`src/rtl/mod_counter.sv`:
```
// Up/down counter with runtime modulus, wrap/saturate bound, load, prescaled enable and sticky flags.
// One edge from tick/load to cnt; all outputs registered; no backpressure (accepts every cycle).
module mod_counter #(
  parameter int              WIDTH    = 32,
  parameter logic [WIDTH-1:0] RST_VAL = '0,
  parameter int              PRESCALE = 1
) (
  input  logic             clk,
  input  logic             rst,
  input  logic             en,
  input  logic             up,
  input  logic             load,
  input  logic [WIDTH-1:0] load_val,
  input  logic [WIDTH-1:0] limit,
  input  logic             sat,
  input  logic             clr_flags,
  output logic [WIDTH-1:0] cnt,
  output logic             tc,
  output logic             ovf,
  output logic             unf
);

  localparam int PW = (PRESCALE > 1) ? $clog2(PRESCALE) : 1;

  logic [PW-1:0] r_pre;
  logic          w_tick;

  // With PRESCALE=1 r_pre never leaves 0, so the tick degenerates to en.
  assign w_tick = en && (r_pre == PW'(PRESCALE - 1));

  always_ff @(posedge clk) begin
    if (rst) begin
      cnt   <= RST_VAL;
      r_pre <= '0;
      tc    <= 1'b0;
      ovf   <= 1'b0;
      unf   <= 1'b0;
    end else begin
      tc <= 1'b0;
      if (clr_flags) begin
        ovf <= 1'b0;
        unf <= 1'b0;
      end
      if (load) begin
        cnt   <= load_val;
        r_pre <= '0;
      end else begin
        if (en) begin
          r_pre <= w_tick ? '0 : r_pre + PW'(1);
        end
        // Bound checks precede +1/-1 so the modulo-2^WIDTH arithmetic never leaks out.
        if (w_tick) begin
          if (up) begin
            if (cnt >= limit) begin
              cnt <= sat ? limit : '0;
              ovf <= 1'b1;
              tc  <= 1'b1;
            end else begin
              cnt <= cnt + WIDTH'(1);
            end
          end else begin
            if (cnt == '0) begin
              cnt <= sat ? '0 : limit;
              unf <= 1'b1;
              tc  <= 1'b1;
            end else begin
              cnt <= cnt - WIDTH'(1);
            end
          end
        end
      end
    end
  end

endmodule

```
`config.mk`:
```
export PLATFORM = sky130hd
export DESIGN_NAME = mod_counter
export DESIGN_NICKNAME = d
export VERILOG_FILES = /design/src/rtl/mod_counter.sv
export SDC_FILE = /design/constraint.sdc
export NUM_CORES = 1
export LEC_CHECK = 0
export ABC_AREA = 1
export BUFFER_PORTS_ARGS = -buffer_cell sky130_fd_sc_hd__buf_4
export CORE_MARGIN = 3
export CORE_UTILIZATION = 45
export CTS_CLUSTER_SIZE = 40
export DETAILED_ROUTE_END_ITERATION = 8
export GPL_TIMING_DRIVEN = 0
export PLACE_DENSITY_LB_ADDON = 0.15
export SLEW_MARGIN = 15
export SYNTH_ARGS = -nofsm -noshare
export SYNTH_HDL_FRONTEND = slang
export SYNTH_SLANG_ARGS = --single-unit
```
`constraint.sdc`:
```
create_clock -name clk -period 3.9 [get_ports clk]
set_input_delay 0.585 -clock clk [delete_from_list [all_inputs] [get_ports clk]]
set_output_delay 0.585 -clock clk [all_outputs]
set_load 0.01 [all_outputs]
```
**Yosys cells after proc, flatten, opt, wreduce, memory -nomap -nowiden**

Cells that the tools add are included.

- Word-level logic and storage cells: 37
- Bits of input ports: 71
- Flip-flop bits (word level): 36

- Muxes and demuxes: 21
- Bitwise logic cells: 2
- Add/subtract/negate cells: 3
- Reductions and logical operators: 5
- $lt $le $gt $ge: 1

Operators by type and width:

| cell | number |
|---|---|
| $mux 32 | 7 |
| $add 32x1->32 const B | 1 |
| $ge 32x32->1 | 1 |
| $logic_not 32->1 | 1 |
| $sub 32x1->32 const B | 1 |
| $mux 1 | 14 |
| $reduce_or 3->1 | 1 |
| $not 1->1 | 2 |
| $reduce_bool 2->1 | 1 |
| $reduce_or 2->1 | 1 |
| $add 1x1->1 const B | 1 |
| $logic_and 1x1->1 | 1 |

**Longest topological paths before layout**

Gate-level depths: netlist of the first run.

- Word-level depth: 5
- Depth in mapped cells: 19
- Gate-level depth less buffers: 18

**Worst setup path before layout of the first run**

OpenSTA, ideal clock, no wires.

- Path type: input to register
- Start: input limit[11]
- End: register cnt[17]
- Slack: 1.714 ns
- Required time: 3.758 ns
- Stages on the path: 17
- Arrival time: 2.044 ns
- Cell sequence: inv_1 > ha_1 > nand2_1 > inv_1 > nand2_1 > nand2_1 > nand2_1 > nand2_1 > nor2_1 > nand2_1 > nand2_1 > clkbuf_1 > nand3_1 > nand3_1 > nand2_1 > nand2_1 > a21oi_2

- Word-level cells in the longest chain between the ends: 5

RTL lines:

| element | line | RTL |
|---|---|---|
| start, declared | 14 | `input logic [WIDTH-1:0] limit,` |
| $ge 32x32->1 | 54 | `if (cnt >= limit) begin` |
| $mux 32 | 54 |  |
| $mux 32 | 53 | `if (up) begin` |
| $mux 32 | 52 | `if (w_tick) begin` |
| $mux 32 | 44 | `if (load) begin` |
| end signal, assigned | 45 | `cnt <= load_val;` |
| end signal, assigned | 55 | `cnt <= sat ? limit : '0;` |
| end signal, assigned | 59 | `cnt <= cnt + WIDTH'(1);` |
| end, declared | 17 | `output logic [WIDTH-1:0] cnt,` |

No other way between the ends. The select of a mux whose other input is x is not followed.
A chain may end at the register's enable or synchronous reset.

**Worst setup path after layout of the first run**

- Start: register cnt[13]
- End: register cnt[17]

- Word-level cells in the longest chain between the ends: 5

RTL lines:

| element | line | RTL |
|---|---|---|
| $sub 32x1->32, or another cell as far along | 67 | `cnt <= cnt - WIDTH'(1);` |
| $mux 32 (on tied branches) | 62, 54 |  |
| $mux 32 * | 53 |  |
| $mux 32 * | 52 |  |
| $mux 32 * | 44 |  |

Mark *: on every way between the ends. The rest lies on a longest branch, timed or not. The select of a mux whose other input is x is not followed.

==> results.md, run 1 <==
| Metric | This run |
|:---|:---|
| Clock tree root buffer cell | clkbuf_16 |
| H-tree Lvls | 2 |
| Worst-Skew Late Latency | 0.30 ns |
| Leading cell type by number of instances after synthesis | nand2_1 |
| Max_cap viols | 0 |
| Slowest cell delay on critical path | 0.53 ns |
| Worst Setup Start Kind | flip-flop |
| Leakage power summed over all cells | 3.402 nW |
| Clock slew seen by the registers of the worst setup and hold paths | 0.06 ns |
| Clock skew | 0.007619 ns |
| Number of antenna violations at the first check in global routing | 0 |
| Area share of the leading cell type in the synthesized netlist | 23.16% |
| Post-synth top cells | nand2_1 (351), nor2_1 (162), nand3_1 (102) |
| Routability cong. | 1.042 |
| Standard-cell row count | 40 |
| Slack of the critical path | 0.9914 ns |
| Number of buffer cells added on primary ports | 102 |
| Die area | 14020 um^2 |
| Number of nets in the layout | 1265 |
| Cell variety after synth | 36 |
| Final setup fails | 0 |
| CTS sink count | 36 |
| Placed instance area | 6664 um^2 |
| Final routed wirelength across all metal layers | 22.70 mm |
| Clock buffer count from CTS | 5 |
| Share of cells above drive strength 1 | 16.47% |
| Post-route fraction of the period consumed by the critical path | 74.58% |
| Cells after synthesis | 1050 |
| TritonCTS clock tree | yes |
| Antenna cell count | 0 |
| Fraction of the yosys area taken by sequential cells | 12.67% |
| Tightest Pin Transition | 1.151 ns |
| Vertical die dimension | 118.4 um |
| P per Cell Area | 266.1 nW/um^2 |
| Element type at the critical path end | flip-flop |
| Most used cell along the critical path | nand2_1 |
| RSZ-0062 raised after global routing | false |
| Estimated wirelength of the detail-placed design | 18.09 mm |
| Total standard cell area after synthesis | 5688 um^2 |
| YS warnings | 0 |
| Maximum achievable frequency | 343.8 MHz |
| Path type of the worst setup path | reg2reg |
| Post-layout instance count excluding filler cells | 1328 |
| Nets in the synthesized netlist | 1156 |
| First-pass GRT wire length | 35.11 mm |
| Minimum clock period after layout | 2.909 ns |
| Pin count of the biggest net entering global routing | 13 |
| Most instantiated flip-flop cell in the synthesis netlist | dfxtp_1 |
| Area growth from synthesis to final layout | 20.11% |
| Count of hold buffers inserted by post-cts repair | 0 |
| Dominant cell type by area after synthesis | nand2_1 |
| Mean Syn Cell Area | 5.417 um^2 |
| Post-layout instance area | 6832 um^2 |
| EDFF count, synth | 0 |
| Die boundary width | 118.4 um |
| CORE AREA | 12160 um^2 |
| Number of setup buffers added after CTS | 0 |
| Total count of hold-check failures in the final report | 0 |
| Post-CTS sizing | 0 |
| Min-Delay Path Class | in2reg |
| Largest cells by area after synthesis | nand2_1 (23%), dfxtp_1 (13%), nor2_1 (11%) |
| Cells after DPL | 1320 |
| Number of vias per cell | 5.333 |
| Drt drc | 0 |
| Final-layout setup total negative slack | 0 ns |
| Result of the run | finished, final reports clean |
| Place WS | 0.8766 ns |
| Total via count after detailed routing | 7082 |
| DRC violation total after the first TritonRoute iteration | 573 |
| Vias in the first global route | 6477 |
| Worst EP required | 4.06 ns |
| Average detailed-routed wire length per instance | 17.09 um |
| Max stage delay cell, worst path | dfxtp_1 |
| Initial Util | 46.77% |
| Remaining global-route overflow | 0 |
| Critical Path, Cell by Cell | ha_1 > nand2_1 > a21oi_1 > nor2_1 > nand2_1 > nor2_1 > nand2_1 > nand2_1 > clkbuf_1 > nand3_1 > nand3_1 > nand2_1 > nand2_1 > a21oi_2 |
| Synth async-reset ratio | 0% |
| Global-route usage over all layers | 31.74% |
| Number of nets with antenna violations after routing | 0 |
| Maximum VDD drop | 0.1560 mV |
| TritonRoute pass-1 iters | 5 |
| WP data arrival | 3.07 ns |
| CTS Buffer Depth | 2 |
| Top-level I/O count | 106 |
| Slew margin rel. | 23.25% |
| Synth Register Bits | 36 |
| Number of slew-limit violations in the final report | 0 |
| Critical path peak fanout | 10 |
## layout by cell type, fill, tap and decap left out, types with 6 or more instances in the layout
cell type | synthesis | final
nor2_1 | 162 | 162
nand3_1 | 102 | 102
buf_6 | 7 | 7
buf_4 | 4 | 106
nor3_1 | 11 | 11
nand4_1 | 6 | 6
dfxtp_1 | 36 | 36
inv_1 | 97 | 97
nor2_2 | 14 | 14
nand2_1 | 351 | 351
ha_1 | 35 | 35
o21ai_0 | 40 | 40
a21oi_2 | 22 | 22
clkbuf_1 | 20 | 20
xor2_1 | 33 | 33
buf_2 | 18 | 18
a21oi_1 | 57 | 57
## through the flow
step                      power [mW]  utilization (%)  hold slack [ns]
after floorplan                1.022                -           0.4418
after global placement         1.302            54.79           0.4551
after detailed placement       1.308            54.79           0.4569
after CTS                      1.804            56.17           0.4619
after global routing           1.938            56.17           0.4832
final                          1.818            56.17           0.4674
## critical path: cells and delay by family (launching register included)
family / cells / cell delay (ns)
AO/OA/AOI/OAI: 2 / 0.10
flip-flops: 1 / 0.53
AND/OR/NAND/NOR: 10 / 1.31
adder cells (fa/ha/maj): 1 / 0.32
buffers and inverters: 1 / 0.49
## path summary, 6_finish.rpt
kind                              from  cells past startpoint  slack (ns)                   end
setup reg to reg  cnt[13]$_SDFFE_PP0P_                     14        0.99  cnt[17]$_SDFFE_PP0P_
setup / recovery  cnt[13]$_SDFFE_PP0P_                     14        0.99  cnt[17]$_SDFFE_PP0P_
hold reg to reg         unf$_SDFF_PP0_                      2        0.47        unf$_SDFF_PP0_
hold / removal                      en                      2        0.47    r_pre$_SDFFE_PP0P_
## cell families after synthesis
kind of cell	after synthesis	share of synthesized area [%]
compound gates	127	12.78
xor+xnor	35	5.389
fa+ha+maj	35	7.699
buf+inv	151	11.64
flops	36	12.67
simple gates	666	49.82
## final cells by class
cell class / count / area [um^2]
buffer: 53 / 294.0
clock buffer: 5 / 125.1
clock inverter: 3 / 42.54
fill: 1353 / 5330
inverter: 98 / 367.9
multi-input combinational: 863 / 4305
sequential: 36 / 720.7
tap: 168 / 210.2
timing repair buffer: 102 / 765.7
## flip-flops by register name (all words and copies together) (netlist names)
register and count:
ovf 1, cnt 32, r_pre 1, tc 1, unf 1
## power breakdown
part,switching [mW],internal (mW),total [mW],leakage [nW]
Clock,0.196,0.301,0.497,0.0798
Sequential,0.0590,0.398,0.457,0.297
Combinational,0.536,0.328,0.864,3.02
Total,0.791,1.03,1.82,3.40
## metal layers
layer / vias to the layer above / GRT usage, % / part of all wire [%]
li1: 3551 / - / -
met1: 3191 / 43.96 / 46
met2: 294 / 49.73 / 44
met3: 46 / 5.215 / 7.0
met4: 0 / 11.22 / 3.1
met5: - / 0 / 0
Power figures use the tool's default switching activity.
==> run 2: changes to the inputs <==
--- a/config.mk
+++ b/config.mk
@@ -5,7 +5,7 @@
 export SDC_FILE = /design/constraint.sdc
 export NUM_CORES = 1
 export LEC_CHECK = 0
-export ABC_AREA = 1
+export ABC_AREA = 0
 export BUFFER_PORTS_ARGS = -buffer_cell sky130_fd_sc_hd__buf_4
 export CORE_MARGIN = 3
 export CORE_UTILIZATION = 45
==> constraint.sdc (replaced) <==
create_clock -name clk -period 3 [get_ports clk]
set_input_delay 0.45 -clock clk [delete_from_list [all_inputs] [get_ports clk]]
set_output_delay 0.45 -clock clk [all_outputs]
set_load 0.01 [all_outputs]
==> run 2 against run 1 <==
Sequential cell count stayed put; cell count down 26%; highest routed layer unchanged; critical path depth is 5 lower; the flow now finishes with violations (negative setup slack); count of clock-buffer cells in the layout grew 2.
==> results.md, run 2 <==
| Metric | This run | Change |
|:---|:---|:---|
| Result of the run | finished, violations left |  |
| Violations in the final reports | negative setup slack |  |
| Antenna cell count | 0 | unchanged |
| Number of buffer cells added on primary ports | 104 | +2.0% |
| Clock buffer count from CTS | 5 | unchanged |
| Area share of the leading cell type in the synthesized netlist | 14.93% | -8.2 points |
| Post-layout instance area | 6496 um^2 | -4.9% |
| Element type at the critical path end | flip-flop |  |
| Worst Hold Depth | 2 | unchanged |
| Mean Syn Cell Area | 6.826 um^2 | +26% |
| Worst hold path startpoint | en |  |
| Placed instance area | 5777 um^2 | -13% |
| Cell depth of the worst flop-to-flop path | 9 | -5 |
| Sw power | 0.8555 mW | +8.2% |
| Largest register FFs | 32 | unchanged |
| Number of antenna violations at the first check in global routing | 0 | unchanged |
| CTS sink count | 36 | unchanged |
| Count of hold buffers inserted by post-cts repair | 0 | unchanged |
| Max_cap viols | 0 | unchanged |
| Slack of the critical path | -0.06964 ns | -1.061 ns |
| Estimated wirelength of the detail-placed design | 16.15 mm | -11% |
| Post-synth top cells | a21oi_1 (69), clkbuf_1 (61), inv_1 (60) |  |
| Register-to-Register Setup Slack | -0.07 ns | -1.06 ns |
| Clock slew seen by the registers of the worst setup and hold paths | 0.10 ns | +0.04 ns |
| Total count of hold-check failures in the final report | 0 | unchanged |
| TritonRoute pass-1 iters | 8 | +3 |
| Total via count after detailed routing | 6570 | -7.2% |
| Post-route fraction of the period consumed by the critical path | 102.3% | +28 points |
| Drt drc | 0 | unchanged |
| Number of slew-limit violations in the final report | 0 | unchanged |
| Number of nets in the layout | 951 | -25% |
| Clock skew | 0.01570 ns | +0.008080 ns |
| Min-Delay Path Class | in2reg |  |
| Number of fill cells | 1010 | -25% |
| CTS Buffer Depth | 2 | unchanged |
| Leading cell type by number of instances after synthesis | a21oi_1 |  |
| Tightest Pin Transition | 0.9747 ns | -0.1765 ns |
| Share of cells above drive strength 1 | 26.86% | +10 points |
| Maximum VDD drop | 0.1905 mV | +22% |
| Final routed wirelength across all metal layers | 23.46 mm | +3.3% |
| Commonest cells after routing, fill and taps aside | buf_4 (133), a21oi_1 (66), inv_1 (60) |  |
| Remaining global-route overflow | 0 | unchanged |
| Worst Setup Start Kind | flip-flop |  |
| H-tree Lvls | 2 | unchanged |
| Cells after synthesis | 707 | -33% |
| Critical path peak fanout | 5 | -5 |
| Initial Util | 46.54% | -0.23 points |
| Worst EP required | 3.20 ns | -0.86 ns |
| Worst-Skew Late Latency | 0.31 ns | about the same |
| Terminating pin of the worst hold path | r_pre$_SDFFE_PP0P_ |  |
| Place WS | -0.8017 ns | -1.678 ns |
| Largest cells by area after synthesis | dfxtp_1 (15%), ha_1 (9.1%), a21oi_1 (7.2%) |  |
| Final setup fails | 3 | +3 |
| Cell variety after synth | 58 | +61% |
| CORE AREA | 10370 um^2 | -15% |
| Fraction of the yosys area taken by sequential cells | 14.93% | +2.3 points |
| Capture instance of the worst register-to-register path | cnt[0]$_SDFFE_PP0P_ |  |
| Met1 wire length | 9.204 mm | -12% |
| Maximum achievable frequency | 325.8 MHz | -5.2% |
| Synth Register Bits | 36 | unchanged |
| Multi-input gate area in the final layout | 3830 um^2 | -11% |
| Slew margin rel. | 35.02% | +12 points |
| Met2 Routed Length | 9.897 mm | -0.70% |
| Internal power summed over all cells | 1.126 mW | +9.7% |
| Met3 WL | 3.393 mm | +110% |
| TritonCTS clock tree | yes |  |
| EDFF count, synth | 0 | unchanged |
| Portion of total power attributed to combinational logic | 49.3% | +1.8 points |
| Vertical die dimension | 109.6 um | -7.5% |
| Die area | 12000 um^2 | -14% |
| Final hold slack | 0.3252 ns | -0.1422 ns |
| Flop pwr share | 28.7% | +3.6 points |
| Max layer used | met4 |  |
| Nets in the synthesized netlist | 813 | -30% |
| Reg with most FFs | cnt |  |
| First-pass GRT wire length | 33.76 mm | -3.9% |
| Top-level I/O count | 106 | unchanged |
| Most common cell after layout, fill and taps aside | buf_4 |  |
| RSZ-0062 raised after global routing | true |  |
| Number of nets with antenna violations after routing | 0 | unchanged |
| Area growth from synthesis to final layout | 34.61% |  |
| Dominant cell type by area after synthesis | dfxtp_1 |  |
| Total standard cell area after synthesis | 4826 um^2 | -15% |
| Global-route usage over all layers | 37.41% | +5.7 points |
| Most instantiated flip-flop cell in the synthesis netlist | dfxtp_1 |  |
| WP data arrival | 3.27 ns | +0.20 ns |
| Routability cong. | 0.9906 | -5.0% |
| Path type of the worst setup path | reg2reg |  |
| Die boundary width | 109.6 um | -7.5% |
| P per Cell Area | 305.0 nW/um^2 | +15% |
| Worst r2r src | cnt[13]$_SDFFE_PP0P_ |  |
| Clock tree root buffer cell | clkbuf_8 |  |
| Vias in the first global route | 5985 | -7.6% |
| DRC violation total after the first TritonRoute iteration | 964 | +68% |
| YS warnings | 0 | unchanged |
| Sequential cell area | 730.7 um^2 | +1.4% |
| Pin count of the biggest net entering global routing | 11 | -2 |
| Clock share of power | 22.0% | -5.3 points |
| Leakage power summed over all cells | 2.644 nW | -22% |
| Minimum clock period after layout | 3.070 ns | +0.1610 ns |
| Number of vias per cell | 6.697 | +26% |
| Standard-cell row count | 37 | -7.5% |
| Average detailed-routed wire length per instance | 23.92 um | +40% |
| Synth async-reset ratio | 0% | unchanged |
| Switching fraction of total power | 43.18% | -0.33 points |
==> run 2: layout make-up <==
type	instances	area share [%]
flip-flops and latches	36	11.25
repair buffers	134	16.26
inverters	61	3.525
clock buffers	7	1.483
well taps	136	2.619
plain buffers	71	5.913
multi-input cells	536	58.96
==> run 2: cells by family after synthesis <==
logic type                 share of synthesized area (%)
and+or+nand+nor                                    25.02
adders and majority gates                          9.074
buffers and inverters                              11.12
DFF                                                14.93
xor gates and xnor gates                           8.711
AOI/OAI and AO/OA                                  30.70
muxes                                             0.4407
==> run 2: worst max path at each step <==
stage / start / endpoint / slack [ns] / cells after the start
floorplan: cnt[13]$_SDFFE_PP0P_ / cnt[0]$_SDFFE_PP0P_ / 0.02 / 9
global placement: limit[17] / cnt[18]$_SDFFE_PP0P_ / -0.81 / 10
detailed placement: limit[17] / cnt[18]$_SDFFE_PP0P_ / -0.80 / 10
CTS: cnt[13]$_SDFFE_PP0P_ / cnt[0]$_SDFFE_PP0P_ / -0.08 / 9
global route: cnt[13]$_SDFFE_PP0P_ / cnt[5]$_SDFFE_PP0P_ / -0.10 / 8
finish: cnt[13]$_SDFFE_PP0P_ / cnt[0]$_SDFFE_PP0P_ / -0.07 / 9
==> run 2: power groups by stage <==
| stage | clock network [mW] | registers, mW | logic (mW) |
|---|---|---|---|
| CTS | 0.425 | 0.564 | 0.881 |
| detailed placement | 0 | 0.572 | 0.840 |
| finish | 0.436 | 0.568 | 0.977 |
| floorplan | 0 | 0.575 | 0.504 |
| global route | 0.453 | 0.573 | 1.04 |
| global placement | 0 | 0.571 | 0.825 |
==> run 2: timing repair <==
action                     in CTS  in global routing
pin swaps                      17                 24
setup buffers                  17                 12
setup endpoints to repair      34                 34
hold endpoints to repair        0                  0
gates resized for setup        42                 74
gates cloned                    0                  1
==> run 2: through the flow <==
stage	setup TNS, ns	power [mW]	cells	util [%]
after CTS	-0.1036	1.870	968	59.35
after floorplan	0	1.079	707	-
after global placement	-20.50	1.395	947	55.71
after detailed placement	-21.40	1.412	947	55.71
after global routing	-0.4208	2.068	981	62.64
final	-0.1313	1.982	981	62.64
==> run 2: worst max-delay path, cell delays in order, from the launching register on <==
cell and delay, ns:
dfxtp_2 0.34, buf_6 0.11, or4_4 0.56, or4b_4 0.58, buf_6 0.14, or4_4 0.50, nor2_4 0.17, nor3_2 0.05
a221o_1 0.30, a32o_1 0.20
==> run 2: metal layers <==
layer  up-vias  track usage (%)
li1       2903                -
met1      3013            52.24
met2       547            55.84
met3       107            7.164
met4         0            16.03
met5         -                0
==> run 3: changes to the inputs <==
--- a/config.mk
+++ b/config.mk
@@ -6,13 +6,16 @@
 export NUM_CORES = 1
 export LEC_CHECK = 0
 export ABC_AREA = 0
-export BUFFER_PORTS_ARGS = -buffer_cell sky130_fd_sc_hd__buf_4
+export CELL_PAD_IN_SITES_DETAIL_PLACEMENT = 0
+export CELL_PAD_IN_SITES_GLOBAL_PLACEMENT = 2
 export CORE_MARGIN = 3
-export CORE_UTILIZATION = 45
+export CORE_UTILIZATION = 36
 export CTS_CLUSTER_SIZE = 40
 export DETAILED_ROUTE_END_ITERATION = 8
+export DONT_BUFFER_PORTS = 1
 export GPL_TIMING_DRIVEN = 0
 export PLACE_DENSITY_LB_ADDON = 0.15
+export SKIP_CTS_REPAIR_TIMING = 1
 export SLEW_MARGIN = 15
 export SYNTH_ARGS = -nofsm -noshare
 export SYNTH_HDL_FRONTEND = slang
==> run 3 against run 2 <==
The flow still finishes with violations (negative setup slack); die area is 24% higher; cell area is 8.7% lower; first-iteration DRC count is 27% lower; power is 1.1% higher; critical path depth stayed put; clock skew is 0.010 ns lower; sequential power is 3% higher; global-route usage is 5.8 points lower; sequential cell count stayed put; clock power is 39% higher; critical endpoint unchanged; largest power group unchanged.
==> results.md, run 3 (synthesized netlist as in run 2, its figures left out) <==
| Metric | This run | Change |
|:---|:---|:---|
| Vias in the first global route | 5611 | -6.2% |
| Clock skew | 0.005510 ns | -0.01019 ns |
| Final setup fails | 22 | +19 |
| Average detailed-routed wire length per instance | 26.48 um | +11% |
| Number of nets in the layout | 855 | -10% |
| Total count of hold-check failures in the final report | 0 | unchanged |
| Antenna cell count | 0 | unchanged |
| Violations in the final reports | negative setup slack |  |
| Commonest cells after routing, fill and taps aside | a21oi_1 (65), inv_1 (60), nor2_1 (47) |  |
| Terminating pin of the worst hold path | r_pre$_SDFFE_PP0P_ |  |
| Standard-cell row count | 41 | +11% |
| Routability cong. | 0.9311 | -6.0% |
| Worst EP required | 3.19 ns | about the same |
| Worst Hold Depth | 1 | -1 |
| Reg with most FFs | cnt |  |
| Clock buffer count from CTS | 5 | unchanged |
| Number of nets with antenna violations after routing | 0 | unchanged |
| Drt drc | 0 | unchanged |
| WP data arrival | 3.43 ns | +0.16 ns |
| DRC violation total after the first TritonRoute iteration | 706 | -27% |
| TritonRoute pass-1 iters | 6 | -2 |
| Remaining global-route overflow | 0 | unchanged |
| Share of cells above drive strength 1 | 17.36% | -9.5 points |
| CORE AREA | 12880 um^2 | +24% |
| Clock tree root buffer cell | clkbuf_16 |  |
| Worst-Skew Late Latency | 0.30 ns | about the same |
| Minimum clock period after layout | 3.233 ns | +0.1629 ns |
| Pin count of the biggest net entering global routing | 11 | unchanged |
| Area growth from synthesis to final layout | 22.89% |  |
| Number of antenna violations at the first check in global routing | 0 | unchanged |
| Path type of the worst setup path | reg2reg |  |
| Crit path from | cnt[13]$_SDFFE_PP0P_ |  |
| Most used cell along the critical path | or4_4 |  |
| Critical path peak fanout | 6 | +1 |
| Critical Path, Cell by Cell | buf_6 > or4_4 > or4b_4 > buf_8 > or4_4 > nor2_4 > nor3_2 > a221o_1 > a32o_2 |  |
| Capture instance of the worst register-to-register path | cnt[0]$_SDFFE_PP0P_ |  |
| Initial Util | 37.48% | -9.1 points |
| Max stage delay cell, worst path | or4b_4 |  |
| Max_cap viols | 0 | unchanged |
| Number of slew-limit violations in the final report | 0 | unchanged |
| Die area | 14830 um^2 | +24% |
| Buf+Inv Stages, Crit Path | 2 | unchanged |
| Post-route fraction of the period consumed by the critical path | 107.8% | +5.4 points |
| Clock slew seen by the registers of the worst setup and hold paths | 0.06 ns | -0.04 ns |
| Element type at the critical path end | flip-flop |  |
| Number of fill cells | 1378 | +36% |
| Number of buffer cells added on primary ports | 0 | -100% |
| Worst r2r src | cnt[13]$_SDFFE_PP0P_ |  |
| Most common cell after layout, fill and taps aside | a21oi_1 |  |
| Critical path's top delay family | simple AND/OR/NAND/NOR gates |  |
| Top-level I/O count | 106 | unchanged |
| Die boundary width | 121.8 um | +11% |
| P per Cell Area | 337.9 nW/um^2 | +11% |
| Global-route usage over all layers | 31.62% | -5.8 points |
| TritonCTS clock tree | yes |  |
| Largest register FFs | 32 | unchanged |
| First-pass GRT wire length | 34.71 mm | +2.8% |
| Maximum achievable frequency | 309.4 MHz | -5.0% |
| RSZ-0062 raised after global routing | true |  |
| Post-layout instance count excluding filler cells | 921 | -6.1% |
| Cell depth of the worst flop-to-flop path | 9 | unchanged |
| CTS Buffer Depth | 2 | unchanged |
| Total via count after detailed routing | 6019 | -8.4% |
| Register-to-Register Setup Slack | -0.23 ns | -0.16 ns |
| Maximum VDD drop | 0.2003 mV | +5.2% |
| Number of vias per cell | 6.535 | -2.4% |
| Tightest Pin Transition | 0.9937 ns | +0.01894 ns |
| Slew margin rel. | 33.76% | -1.3 points |
| H-tree Lvls | 2 | unchanged |
| Min-Delay Path Class | in2reg |  |
| Final routed wirelength across all metal layers | 24.39 mm | +4.0% |
| Result of the run | finished, violations left |  |
| Worst Setup Start Kind | flip-flop |  |
| Estimated wirelength of the detail-placed design | 17.02 mm | +5.4% |
| Slowest cell delay on critical path | 0.59 ns | about the same |
| Leakage power summed over all cells | 2.222 nW | -16% |
| Vertical die dimension | 121.8 um | +11% |
| Cells after DPL | 879 | -7.2% |
| Worst hold path startpoint | en |  |
| Slack of the critical path | -0.2325 ns | -0.1629 ns |
| CTS sink count | 36 | unchanged |
| Overall power of the completed layout | 2.004 mW | +1.1% |
## run 3: per-stage QoR
| stage | hold WS, ns | TNS (ns) | worst slack (ns) | instance area, um^2 | util (%) |
|---|---|---|---|---|---|
| 5_1_grt | 0.2129 | -3.762 | -0.2833 | 5931 | 46.06 |
| 3_5_place_dp | 0.4871 | -24.09 | -0.8679 | 5041 | 39.15 |
| 4_1_cts | 0.2133 | -25.00 | -0.9222 | 5194 | 40.34 |
| 3_3_place_gp | 0.4748 | -25.28 | -0.9060 | 5041 | 39.15 |
| 2_1_floorplan | 0.4677 | 0 | 0.01800 | 4826 | - |
| 6_report | 0.2189 | -1.508 | -0.2325 | 5931 | 46.06 |
## run 3: layout make-up
class	instances	area [um^2]	share of cell area (%)
Buffer	72	400.4	6.751
Clock buffer	7	152.6	2.574
Inverter	61	229.0	3.861
Multi-Input combinational cell	536	3859	65.06
Sequential cell	36	726.9	12.26
Tap cell	172	215.2	3.629
Timing Repair Buffer	37	347.8	5.865
## run 3: where the power goes
part | internal (mW) | leakage [nW] | switching, mW
sequential | 0.514 | 0.299 | 0.0721
clock | 0.351 | 0.0760 | 0.254
combinational | 0.294 | 1.85 | 0.519
total | 1.16 | 2.22 | 0.845
## run 3: layer usage
layer | GRT usage (%) | up-vias | share of wire (%)
met2 | 47.51 | 404 | 44
met4 | 10.78 | 0 | 3.1
li1 | - | 2710 | -
met1 | 43.39 | 2845 | 43
met3 | 8.914 | 60 | 11
met5 | 0 | - | 0
## run 3: worst max-delay path by stage
| stage | end | depth (start not counted) |
|---|---|---|
| finish | cnt[0]$_SDFFE_PP0P_ | 9 |
| global route | cnt[0]$_SDFFE_PP0P_ | 9 |
| CTS | cnt[21]$_SDFFE_PP0P_ | 12 |
| detailed placement | cnt[21]$_SDFFE_PP0P_ | 12 |
| global placement | cnt[18]$_SDFFE_PP0P_ | 9 |
| floorplan | cnt[0]$_SDFFE_PP0P_ | 9 |
